--- config.mk ---
export PLATFORM = sky130hd
export DESIGN_NAME = mips_seq_ctrl_flat
export DESIGN_NICKNAME = d
export VERILOG_FILES = /design/src/rtl/mips_seq_ctrl_if.sv /design/src/rtl/mips_seq_ctrl.sv /design/src/flat_wrapper.sv
export SDC_FILE = /design/constraint.sdc
export NUM_CORES = 1
export LEC_CHECK = 0
export CORE_UTILIZATION = 52
export DETAILED_ROUTE_END_ITERATION = 6
export GPL_TIMING_DRIVEN = 0
export PLACE_DENSITY_LB_ADDON = 0.2
export REMOVE_ABC_BUFFERS = 1
export SETUP_SLACK_MARGIN = 0.02
export SLEW_MARGIN = 40
export SYNTH_ARGS = -nofsm -noshare
export SYNTH_HDL_FRONTEND = slang
export SYNTH_SLANG_ARGS = --single-unit
--- constraint.sdc ---
create_clock -name clk -period 6.25 [get_ports clk]
set_input_delay 1.25 -clock clk [delete_from_list [all_inputs] [get_ports clk]]
set_output_delay 1.25 -clock clk [all_outputs]
set_load 0.03 [all_outputs]
--- src/rtl/mips_seq_ctrl_if.sv ---
// Instruction-memory fetch handshake between the sequencer and instruction memory.
//   imem_req   : fetch request, held high until imem_ack
//   imem_addr  : fetch address, stable for the whole request
//   imem_ack   : fetch complete; imem_rdata valid in the same cycle
//   imem_rdata : fetched instruction word
// master = sequencer side, slave = memory side.
interface mips_seq_ctrl_if;
  logic        imem_req;
  logic [31:0] imem_addr;
  logic        imem_ack;
  logic [31:0] imem_rdata;

  modport master (
    output imem_req,
    output imem_addr,
    input  imem_ack,
    input  imem_rdata
  );

  modport slave (
    input  imem_req,
    input  imem_addr,
    output imem_ack,
    output imem_rdata
  );
endinterface

--- src/rtl/mips_seq_ctrl.sv ---
// Multi-cycle sequencer for the non-pipelined MIPS datapath.
// Owns the PC, fetches over the imem handshake into the IR, then steps each instruction
// through DECODE, EXEC and (for writing classes) WB. Resolves branches and JR from datapath
// feedback and traps, stickily, on illegal encodings or a misaligned JR target.
// Ports:
//   clk, reset          : rising-edge clock, asynchronous active-low reset
//   imem                : fetch handshake (master side)
//   instr               : instruction register
//   alu_src/alu_op/swap_ops/rf_waddr : controls registered on the DECODE->EXEC edge
//   rf_we               : one-cycle register-file write strobe (high during WB)
//   alu_result, rs_data : datapath feedback sampled in EXEC
//   pc, retire, instret : program counter, retire pulse, retired-instruction counter
//   trap                : sticky fault flag
module mips_seq_ctrl #(
  parameter logic [31:0] RESET_PC = 32'h0000_0000
) (
  input  logic                   clk,
  input  logic                   reset,
  mips_seq_ctrl_if.master        imem,
  output logic [31:0]            instr,
  output logic                   alu_src,
  output logic [1:0]             alu_op,
  output logic                   swap_ops,
  output logic                   rf_we,
  output logic [4:0]             rf_waddr,
  input  logic [31:0]            alu_result,
  input  logic [31:0]            rs_data,
  output logic [31:0]            pc,
  output logic                   retire,
  output logic [31:0]            instret,
  output logic                   trap
);

  typedef enum logic [2:0] {StIdle, StFetch, StDecode, StExec, StWb, StTrap} state_e;
  typedef enum logic [2:0] {KindWrite, KindBeq, KindBne, KindSlt, KindJr} kind_e;

  localparam logic [5:0] OpRType = 6'b000000;
  localparam logic [5:0] OpAddi  = 6'b001000;
  localparam logic [5:0] OpBeq   = 6'b000100;
  localparam logic [5:0] OpBne   = 6'b000101;
  localparam logic [5:0] OpBlt   = 6'b001010;
  localparam logic [5:0] OpBgt   = 6'b001011;
  localparam logic [5:0] FnAdd   = 6'b100000;
  localparam logic [5:0] FnSub   = 6'b100010;
  localparam logic [5:0] FnAnd   = 6'b100100;
  localparam logic [5:0] FnSlt   = 6'b101010;
  localparam logic [5:0] FnJr    = 6'b001000;

  localparam logic [1:0] AluAdd = 2'b00;
  localparam logic [1:0] AluSub = 2'b01;
  localparam logic [1:0] AluAnd = 2'b10;
  localparam logic [1:0] AluSlt = 2'b11;

  state_e      state_q, state_d;
  kind_e       kind_q, kind_d;
  logic [31:0] pc_q, pc_d;
  logic [31:0] instr_q, instr_d;
  logic        alu_src_q, alu_src_d;
  logic [1:0]  alu_op_q, alu_op_d;
  logic        swap_q, swap_d;
  logic [4:0]  waddr_q, waddr_d;
  logic        rf_we_q, rf_we_d;
  logic        retire_q, retire_d;
  logic [31:0] instret_q, instret_d;
  logic        trap_q, trap_d;

  // Decoder outputs from the current IR.
  logic        dec_valid;
  kind_e       dec_kind;
  logic        dec_alu_src;
  logic [1:0]  dec_alu_op;
  logic        dec_swap;
  logic [4:0]  dec_waddr;

  logic [31:0] pc_plus4;
  logic [31:0] br_target;
  logic        br_taken;

  assign pc_plus4  = pc_q + 32'd4;
  assign br_target = pc_plus4 + {{14{instr_q[15]}}, instr_q[15:0], 2'b00};

  always_comb begin
    dec_valid   = 1'b1;
    dec_kind    = KindWrite;
    dec_alu_src = 1'b0;
    dec_alu_op  = AluAdd;
    dec_swap    = 1'b0;
    // rd for R-type, rt otherwise; only meaningful for writing classes.
    dec_waddr   = (instr_q[31:26] == OpRType) ? instr_q[15:11] : instr_q[20:16];
    case (instr_q[31:26])
      OpRType: begin
        case (instr_q[5:0])
          FnAdd:   dec_alu_op = AluAdd;
          FnSub:   dec_alu_op = AluSub;
          FnAnd:   dec_alu_op = AluAnd;
          FnSlt:   dec_alu_op = AluSlt;
          FnJr:    dec_kind   = KindJr;
          default: dec_valid  = 1'b0;
        endcase
      end
      OpAddi:  dec_alu_src = 1'b1;
      OpBeq: begin
        dec_kind   = KindBeq;
        dec_alu_op = AluSub;
      end
      OpBne: begin
        dec_kind   = KindBne;
        dec_alu_op = AluSub;
      end
      OpBlt: begin
        dec_kind   = KindSlt;
        dec_alu_op = AluSlt;
      end
      OpBgt: begin
        // BGT a,b == SLT b,a: datapath swaps operands.
        dec_kind   = KindSlt;
        dec_alu_op = AluSlt;
        dec_swap   = 1'b1;
      end
      default: dec_valid = 1'b0;
    endcase
  end

  always_comb begin
    br_taken = 1'b0;
    case (kind_q)
      KindBeq: br_taken = (alu_result == 32'd0);
      KindBne: br_taken = (alu_result != 32'd0);
      KindSlt: br_taken = alu_result[0];
      default: br_taken = 1'b0;
    endcase
  end

  always_comb begin
    state_d   = state_q;
    kind_d    = kind_q;
    pc_d      = pc_q;
    instr_d   = instr_q;
    alu_src_d = alu_src_q;
    alu_op_d  = alu_op_q;
    swap_d    = swap_q;
    waddr_d   = waddr_q;
    rf_we_d   = 1'b0;
    retire_d  = 1'b0;
    trap_d    = trap_q;

    case (state_q)
      StIdle:  state_d = StFetch;
      StFetch: begin
        if (imem.imem_ack) begin
          instr_d = imem.imem_rdata;
          state_d = StDecode;
        end
      end
      StDecode: begin
        if (dec_valid) begin
          kind_d    = dec_kind;
          alu_src_d = dec_alu_src;
          alu_op_d  = dec_alu_op;
          swap_d    = dec_swap;
          waddr_d   = dec_waddr;
          state_d   = StExec;
        end else begin
          trap_d  = 1'b1;
          state_d = StTrap;
        end
      end
      StExec: begin
        case (kind_q)
          KindWrite: begin
            rf_we_d = 1'b1;
            state_d = StWb;
          end
          KindJr: begin
            if (rs_data[1:0] != 2'b00) begin
              trap_d  = 1'b1;
              state_d = StTrap;
            end else begin
              pc_d     = rs_data;
              retire_d = 1'b1;
              state_d  = StFetch;
            end
          end
          default: begin
            pc_d     = br_taken ? br_target : pc_plus4;
            retire_d = 1'b1;
            state_d  = StFetch;
          end
        endcase
      end
      StWb: begin
        pc_d     = pc_plus4;
        retire_d = 1'b1;
        state_d  = StFetch;
      end
      StTrap:  state_d = StTrap;
      default: state_d = StIdle;
    endcase

    instret_d = retire_d ? instret_q + 32'd1 : instret_q;
  end

  always_ff @(posedge clk or negedge reset) begin
    if (!reset) begin
      state_q   <= StIdle;
      kind_q    <= KindWrite;
      pc_q      <= RESET_PC;
      instr_q   <= 32'd0;
      alu_src_q <= 1'b0;
      alu_op_q  <= 2'b00;
      swap_q    <= 1'b0;
      waddr_q   <= 5'd0;
      rf_we_q   <= 1'b0;
      retire_q  <= 1'b0;
      instret_q <= 32'd0;
      trap_q    <= 1'b0;
    end else begin
      state_q   <= state_d;
      kind_q    <= kind_d;
      pc_q      <= pc_d;
      instr_q   <= instr_d;
      alu_src_q <= alu_src_d;
      alu_op_q  <= alu_op_d;
      swap_q    <= swap_d;
      waddr_q   <= waddr_d;
      rf_we_q   <= rf_we_d;
      retire_q  <= retire_d;
      instret_q <= instret_d;
      trap_q    <= trap_d;
    end
  end

  assign imem.imem_req  = (state_q == StFetch);
  assign imem.imem_addr = pc_q;
  assign instr          = instr_q;
  assign alu_src        = alu_src_q;
  assign alu_op         = alu_op_q;
  assign swap_ops       = swap_q;
  assign rf_we          = rf_we_q;
  assign rf_waddr       = waddr_q;
  assign pc             = pc_q;
  assign retire         = retire_q;
  assign instret        = instret_q;
  assign trap           = trap_q;

endmodule

--- src/flat_wrapper.sv ---
// flat-port wrapper written by rule: the top's interface ports become plain ports
module mips_seq_ctrl_flat 
#(
  parameter logic [31:0] RESET_PC = 32'h0000_0000
)
  (clk, reset, instr, alu_src, alu_op, swap_ops, rf_we, rf_waddr, alu_result, rs_data, pc, retire, instret, trap, imem_imem_req, imem_imem_addr, imem_imem_ack, imem_imem_rdata);
  mips_seq_ctrl_if imem_i ();
  input  logic clk;
  input  logic reset;
  output logic [31:0] instr;
  output logic alu_src;
  output logic [1:0] alu_op;
  output logic swap_ops;
  output logic rf_we;
  output logic [4:0] rf_waddr;
  input  logic [31:0] alu_result;
  input  logic [31:0] rs_data;
  output logic [31:0] pc;
  output logic retire;
  output logic [31:0] instret;
  output logic trap;
  output wire logic [$bits(imem_i.imem_req)-1:0] imem_imem_req;
  output wire logic [$bits(imem_i.imem_addr)-1:0] imem_imem_addr;
  input wire logic [$bits(imem_i.imem_ack)-1:0] imem_imem_ack;
  input wire logic [$bits(imem_i.imem_rdata)-1:0] imem_imem_rdata;
  assign imem_imem_req = imem_i.imem_req;
  assign imem_imem_addr = imem_i.imem_addr;
  assign imem_i.imem_ack = imem_imem_ack;
  assign imem_i.imem_rdata = imem_imem_rdata;
  mips_seq_ctrl #(.RESET_PC(RESET_PC)) u_core (.clk(clk), .reset(reset), .imem(imem_i), .instr(instr), .alu_src(alu_src), .alu_op(alu_op), .swap_ops(swap_ops), .rf_we(rf_we), .rf_waddr(rf_waddr), .alu_result(alu_result), .rs_data(rs_data), .pc(pc), .retire(retire), .instret(instret), .trap(trap));
endmodule
# After elaboration in Yosys (flattened, before gate mapping)
# Index checks and enable logic that the tools add are counted.
[word_totals]
word_cells = 85
output_inout_bits = 141
reg_bits = 114
[classes]
n_eq_ne = 25
muxes = 28
n_reduce_logical = 17
add_sub_neg = 3
[ops]
columns = ["op", "count"]
rows = [
  ["32-bit one-hot mux with 2 select lines", 2],
  ["32-bit two-way mux", 2],
  ["32-bit by 1-bit adder with 32-bit output, second input constant", 1],
  ["32-bit by 3-bit adder with 32-bit output, second input constant", 1],
  ["32-bit adder", 1],
  ["32-bit zero test", 1],
  ["32-bit nonzero test", 1],
  ["6-bit by 4-bit == test with 1-bit output, second input constant", 4],
  ["6-bit == test, second input constant", 4],
  ["3-bit one-hot mux with 5 select lines", 1],
  ["3-bit by 2-bit == test with 1-bit output, second input constant", 4],
  ["6-bit by 3-bit == test with 1-bit output, second input constant", 2],
  ["3-bit two-way mux", 4],
  ["2-bit one-hot mux with 3 select lines", 2],
  ["3-bit one-hot mux with 4 select lines", 1],
  ["5-bit OR reduction", 2],
  ["3-bit == test, second input constant", 3],
  ["1-bit two-way mux", 9],
  ["1-bit one-hot mux with 2 select lines", 4],
  ["3-bit by 1-bit == test with 1-bit output, second input constant", 2],
  ["3-bit zero test", 2],
  ["6-bit zero test", 1],
  ["2-bit by 1-bit inequality test with 1-bit output, second input constant", 3],
  ["3-bit one-hot mux with 2 select lines", 1],
  ["other kinds (9)", 15],
]

# Longest topological paths before layout
[depth]
depth_word = 6
ltp_mapped = 16
ltp_nobuf = 15

# Least setup slack after synthesis
# No wires, ideal clock.
[synth_timing]
kind = "flip-flop to flip-flop"
from = "reg u_core.pc_q[11] (netlist: u_core.imem.imem_addr[11])"
to = "reg u_core.pc_q[31] (netlist: u_core.imem.imem_addr[31])"
t_arrival_ps = 3573
path_slack_ps = 2583
path_stages_with_launch = 16
t_required_ps = 6156
path_buffers = 1
setup_ps = 94
cell_sequence = "dfrtp_1 nand3_1 nor4_4 and3_1 and3_1 nand3_1 xnor2_1 ha_1 clkbuf_1 nand2_1 o21ai_0 nand2_1 and4b_1 a211o_1 o21ba_2 a211oi_1"
[synth_between]
elab_chain_cells = 5
[synth_rtl]
columns = ["item", "line", "rtl"]
rows = [
  ["start, declared", "mips_seq_ctrl.sv:56", "logic [31:0] pc_q, pc_d;"],
  ["start signal, assigned", "mips_seq_ctrl.sv:220", "pc_q <= pc_d;"],
  ["32-bit by 3-bit adder with 32-bit output *", "mips_seq_ctrl.sv:79", "assign pc_plus4 = pc_q + 32'd4;"],
  ["32-bit adder", "mips_seq_ctrl.sv:80", "assign br_target = pc_plus4 + {{14{instr_q[15]}}, instr_q[15:0], 2'b00};"],
  ["32-bit two-way mux", "mips_seq_ctrl.sv:185", "pc_d = br_taken ? br_target : pc_plus4;"],
  ["32-bit one-hot mux with 2 select lines", "mips_seq_ctrl.sv:169", "case (kind_q)"],
  ["32-bit one-hot mux with 2 select lines *", "mips_seq_ctrl.sv:147", "case (state_q)"],
]
# Mark *: on every way between the ends. The rest lies on a longest branch, timed or not.
# A chain may end at the register's enable or synchronous reset.

# Worst setup path after layout
[layout_timing]
from = "reg u_core.pc_q[2] (netlist: u_core.imem.imem_addr[2])"
to = "reg u_core.pc_q[31] (netlist: u_core.imem.imem_addr[31])"
# The elaborated chain is that of the path after synthesis.

==> flow_summary.html <==
<table>
<tr><th>Metric</th><th>Value</th></tr>
<tr><th colspan="2">Route</th></tr>
<tr><td>Vias per std cell</td><td>5.869</td></tr>
<tr><td>Total wirelength of the detailed-routed design</td><td>22.43 mm</td></tr>
<tr><td>DRT Pass-1 Iters</td><td>5</td></tr>
<tr><td>DRC</td><td>0</td></tr>
<tr><td>Antenna Violating Nets Remaining</td><td>0</td></tr>
<tr><td>Number of vias after detailed routing</td><td>7395</td></tr>
<tr><td>Initial DRC count</td><td>509</td></tr>
<tr><td>Routed length per placed instance</td><td>17.80 µm</td></tr>
<tr><th colspan="2">Timing</th></tr>
<tr><td>Hold violation count in the final report</td><td>0</td></tr>
<tr><td>Worst setup slack after layout</td><td>1.810 ns</td></tr>
<tr><td>Slew at the pin closest to its max-slew limit</td><td>0.7917 ns</td></tr>
<tr><td>Final count of negative-setup-slack endpoints</td><td>0</td></tr>
<tr><td>RSZ-0062 raised after global routing</td><td>no</td></tr>
<tr><td>Worst hold margin</td><td>0.4716 ns</td></tr>
<tr><td>Fmax</td><td>0.2252 GHz</td></tr>
<tr><td>Total Negative Setup Slacks</td><td>0 ns</td></tr>
<tr><td>Final Skew</td><td>0.007732 ns</td></tr>
<tr><td>Min cycle time layout</td><td>4.440 ns</td></tr>
<tr><td>Max-slew headroom</td><td>46.82%</td></tr>
<tr><td>Final count of pins violating max slew</td><td>0</td></tr>
<tr><td>Final worst-path cycle share</td><td>71.04%</td></tr>
<tr><th colspan="2">Logic synthesis</th></tr>
<tr><td>Netlist area before placement</td><td>7812 µm²</td></tr>
<tr><td>Sequential share of the synthesized area</td><td>36.52%</td></tr>
<tr><td>Per-instance average area after synthesis</td><td>9.074 µm²</td></tr>
<tr><td>Synthesized flop and latch total</td><td>114</td></tr>
<tr><td>Post-synth top area share</td><td>36.52%</td></tr>
<tr><td>Cell count after synthesis</td><td>861</td></tr>
<tr><td>Cell type with the highest aggregate area in the netlist</td><td>dfrtp_1</td></tr>
<tr><td>Count of unique library cells instantiated by Yosys</td><td>71</td></tr>
<tr><td>Main area contributors after synthesis</td><td>dfrtp_1 (37%), xnor2_1 (6.2%), ha_1 (6.1%)</td></tr>
<tr><td>Yosys warning count</td><td>0</td></tr>
<tr><td>Most frequently used flop master after synthesis</td><td>dfrtp_1</td></tr>
<tr><td>Async set-or-reset flop fraction in the synthesized netlist</td><td>100.0%</td></tr>
<tr><td>Number of enable-type register cells in the synthesized netlist</td><td>0</td></tr>
<tr><th colspan="2">Clocking</th></tr>
<tr><td>Post-cts gate resize count</td><td>0</td></tr>
<tr><td>Depth of the CTS H-tree</td><td>4</td></tr>
<tr><td>TritonCTS clock tree</td><td>built</td></tr>
<tr><td>Cts bufs inserted</td><td>17</td></tr>
<tr><td>Clock latency on the worst-skew pair</td><td>0.43 ns</td></tr>
<tr><td>Clock edge transition at the registers on the reported setup and hold paths</td><td>0.06 ns</td></tr>
<tr><td>Sinks on Clock Net</td><td>114</td></tr>
<tr><td>Number of buffers added to fix hold violations after cts</td><td>0</td></tr>
<tr><td>Root cell of the clock tree</td><td>clkbuf_16</td></tr>
<tr><td>Clock Path Buffers</td><td>2</td></tr>
<tr><td>Post-CTS repair timing setup buffer count</td><td>0</td></tr>
<tr><th colspan="2">Power</th></tr>
<tr><td>Combinational fraction of design power</td><td>59.0%</td></tr>
<tr><td>Internal Power</td><td>3.187 mW</td></tr>
<tr><td>Fraction of power spent switching nets</td><td>46.22%</td></tr>
<tr><td>Sw Pwr</td><td>2.740 mW</td></tr>
<tr><td>Leakage</td><td>4.568 nW</td></tr>
<tr><td>IR drop worst, VDD</td><td>0.4282 mV</td></tr>
<tr><td>PwrDens</td><td>546.2 nW/µm²</td></tr>
<tr><td>Clk network pwr share</td><td>17.7%</td></tr>
<tr><td>Power share of the sequential group</td><td>23.3%</td></tr>
<tr><th colspan="2">Setup path</th></tr>
<tr><td>Top cell family by delay on the critical path</td><td>simple AND/OR/NAND/NOR gates</td></tr>
<tr><td>Reg-to-reg critical path startpoint</td><td>u_core.imem.imem_addr[2]$_DFFE_PN0P_</td></tr>
<tr><td>Maximum fanout along the worst path</td><td>11</td></tr>
<tr><td>Critical path, cell by cell</td><td>ha_1 &gt; inv_1 &gt; nor3_1 &gt; nand3_1 &gt; nor2_1 &gt; xnor2_1 &gt; ha_1 &gt; nand2_1 &gt; o21a_1 &gt; o21ai_0 &gt; nand2_1 &gt; and4b_1 &gt; a211o_1 &gt; o21ba_2 &gt; a211oi_1</td></tr>
<tr><td>Setup CP Type</td><td>register to register</td></tr>
<tr><td>Startpoint of the worst setup timing path</td><td>u_core.imem.imem_addr[2]$_DFFE_PN0P_</td></tr>
<tr><td>CP Capture Type</td><td>register</td></tr>
<tr><td>Count of buffering cells on the critical path with inverters included</td><td>1</td></tr>
<tr><td>CP max stage delay</td><td>0.67 ns</td></tr>
<tr><td>Endpoint arrival time on the critical path</td><td>4.76 ns</td></tr>
<tr><td>Number of cells on the worst reg-to-reg path</td><td>15</td></tr>
<tr><td>CP endpoint</td><td>u_core.imem.imem_addr[31]$_DFFE_PN0P_</td></tr>
<tr><td>Critical register-to-register path endpoint</td><td>u_core.imem.imem_addr[31]$_DFFE_PN0P_</td></tr>
<tr><td>Internal reg-to-reg setup slack</td><td>1.81 ns</td></tr>
<tr><td>Critical path depth in cells</td><td>15</td></tr>
<tr><td>Critical Path Slowest Stage Cell</td><td>nor3_1</td></tr>
<tr><td>Startpoint class of the critical path</td><td>register</td></tr>
<tr><td>Required time of the critical path</td><td>6.57 ns</td></tr>
<tr><th colspan="2">Global routing</th></tr>
<tr><td>Pin count of the biggest net entering global routing</td><td>60</td></tr>
<tr><td>Number of global-route vias before repair</td><td>7251</td></tr>
<tr><td>Overall track demand over capacity in global routing</td><td>29.40%</td></tr>
<tr><td>Total global routing overflow</td><td>0</td></tr>
<tr><td>Initial antenna violation count</td><td>0</td></tr>
<tr><td>Global-route wire length before repair</td><td>36.63 mm</td></tr>
<tr><th colspan="2">Floorplan</th></tr>
<tr><td>Starting Density</td><td>53.55%</td></tr>
<tr><td>Die width</td><td>124.6 µm</td></tr>
<tr><td>Die span in y</td><td>124.6 µm</td></tr>
<tr><td>Std-Cell Core Area</td><td>14590 µm²</td></tr>
<tr><td>Die footprint</td><td>15520 µm²</td></tr>
<tr><td>Io pins</td><td>240</td></tr>
<tr><td>Cell row count</td><td>44</td></tr>
<tr><th colspan="2">Cells and area</th></tr>
<tr><td>Layout cells sized above 1</td><td>8.736%</td></tr>
<tr><td>Most common cell after layout, fill and taps aside</td><td>clkdlybuf4s50_1</td></tr>
<tr><td>Final instance area</td><td>10850 µm²</td></tr>
<tr><td>Fin nets</td><td>1202</td></tr>
<tr><td>Antenna diodes</td><td>0</td></tr>
<tr><td>Signed area change from the synthesized netlist to the final layout</td><td>38.90%</td></tr>
<tr><td>Most frequent cells in the layout</td><td>clkdlybuf4s50_1 (238), dfrtp_1 (113), nand2_1 (81), nor2_1 (66), a21oi_1 (57)</td></tr>
<tr><th colspan="2">Hold path</th></tr>
<tr><td>Class of the tightest hold or removal check</td><td>register to register</td></tr>
<tr><th colspan="2">Place</th></tr>
<tr><td>Buffers added on ports</td><td>239</td></tr>
<tr><td>Cell area after placement</td><td>10220 µm²</td></tr>
<tr><td>Dpl ws</td><td>1.955 ns</td></tr>
<tr><td>GP Congestion</td><td>0.9098</td></tr>
<tr><td>Post-detail-place hpwl</td><td>16.41 mm</td></tr>
<tr><th colspan="2">Flow run</th></tr>
<tr><td>Total of max-cap violations</td><td>0</td></tr>
<tr><th colspan="2">Outcome</th></tr>
<tr><td>Result of the run</td><td>complete, no violations</td></tr>
</table>
power by group through the flow:
stage               sequential (mW)  clock, mW  combinational [mW]
floorplan                      1.88          0                1.74
global placement               1.36          0                3.37
detailed placement             1.38          0                3.45
CTS                            1.37       1.06                3.48
global route                   1.43       1.09                3.78
finish                         1.38       1.05                3.50
cells by family after synthesis:
family          synth area share [%]
simple gates                   19.17
compound gates                 17.49
flops                          36.52
buf+inv                        5.557
xor+xnor                       8.632
mux                            6.294
fa+ha+maj                      6.342
worst min-delay path, cell delays in order (launching register included):
cell and delay (ns):
dfrtp_1 0.34, nand2_1 0.05, nand2_1 0.05
synth_stat cells (all sizes together), types with 3 or more instances:
cell type / n
dfrtp: 114
nand2: 83
nor2: 70
a21oi: 58
xnor2: 55
o21ai: 47
buf: 40
ha: 38
nand3: 36
mux2: 33
xor2: 22
clkbuf: 21
a21o: 19
inv: 19
nand4: 19
o22ai: 14
and3: 13
nor3: 13
nor4: 13
mux2i: 12
o221ai: 10
a31oi: 9
and4: 9
nand2b: 9
a211oi: 8
or3: 7
and2: 6
o211ai: 6
o21a: 6
nor3b: 5
a22oi: 3
nand3b: 3
nor2b: 3
o31a: 3
per-layer routing:
| layer | GRT usage [%] | vias to the layer above | wire length, µm |
|---|---|---|---|
| li1 | - | 3533 | - |
| met1 | 37.64 | 3556 | 9785 |
| met2 | 48.36 | 267 | 10740 |
| met3 | 7.345 | 39 | 1433 |
| met4 | 9.922 | 0 | 479 |
| met5 | 0 | - | 0 |
final cells by class:
class	count	area, µm²
Clock buffer	17	425.4
Clock inverter	14	202.7
Fill cell	1115	3737
Inverter	19	71.32
Sequential cell	114	2854
Timing Repair Buffer	245	2505
Multi-Input combinational cell	667	4563
Tap cell	184	230.2
stage by stage:
step,util [%],std cells,power (mW)
5_1_grt,74.38,1260,6.298
2_1_floorplan,-,800,3.620
3_5_place_dp,70.08,1229,4.826
4_1_cts,74.38,1260,5.905
6_report,74.38,1260,5.927
3_3_place_gp,69.04,1223,4.740
state kept, by name, indices dropped and copies added (netlist names):
register / count
u_core.rf_waddr: 5
u_core.alu_op: 2
u_core.kind_q: 3
u_core.instret: 32
u_core.instr: 32
u_core.swap_ops: 1
u_core.rf_we: 1
u_core.retire: 1
u_core.imem.imem_addr: 32
u_core.state_q: 3
u_core.trap: 1
u_core.alu_src: 1
how the worst min path moves through the flow:
stage                              startpoint                             end  slack [ns]  cells after the start
2_1_floorplan    u_core.kind_q[0]$_DFFE_PN0P_          u_core.rf_we$_DFF_PN0_        0.47                      1
3_3_place_gp          u_core.trap$_DFFE_PN0P_         u_core.trap$_DFFE_PN0P_        0.45                      1
3_5_place_dp          u_core.trap$_DFFE_PN0P_         u_core.trap$_DFFE_PN0P_        0.46                      1
4_1_cts        u_core.instret[31]$_DFFE_PN0P_  u_core.instret[31]$_DFFE_PN0P_        0.47                      1
5_1_grt               u_core.trap$_DFFE_PN0P_         u_core.trap$_DFFE_PN0P_        0.48                      1
6_report           u_core.alu_src$_DFFE_PN0P_      u_core.alu_src$_DFFE_PN0P_        0.47                      2
No activity file was read; power rests on OpenSTA's default activity.
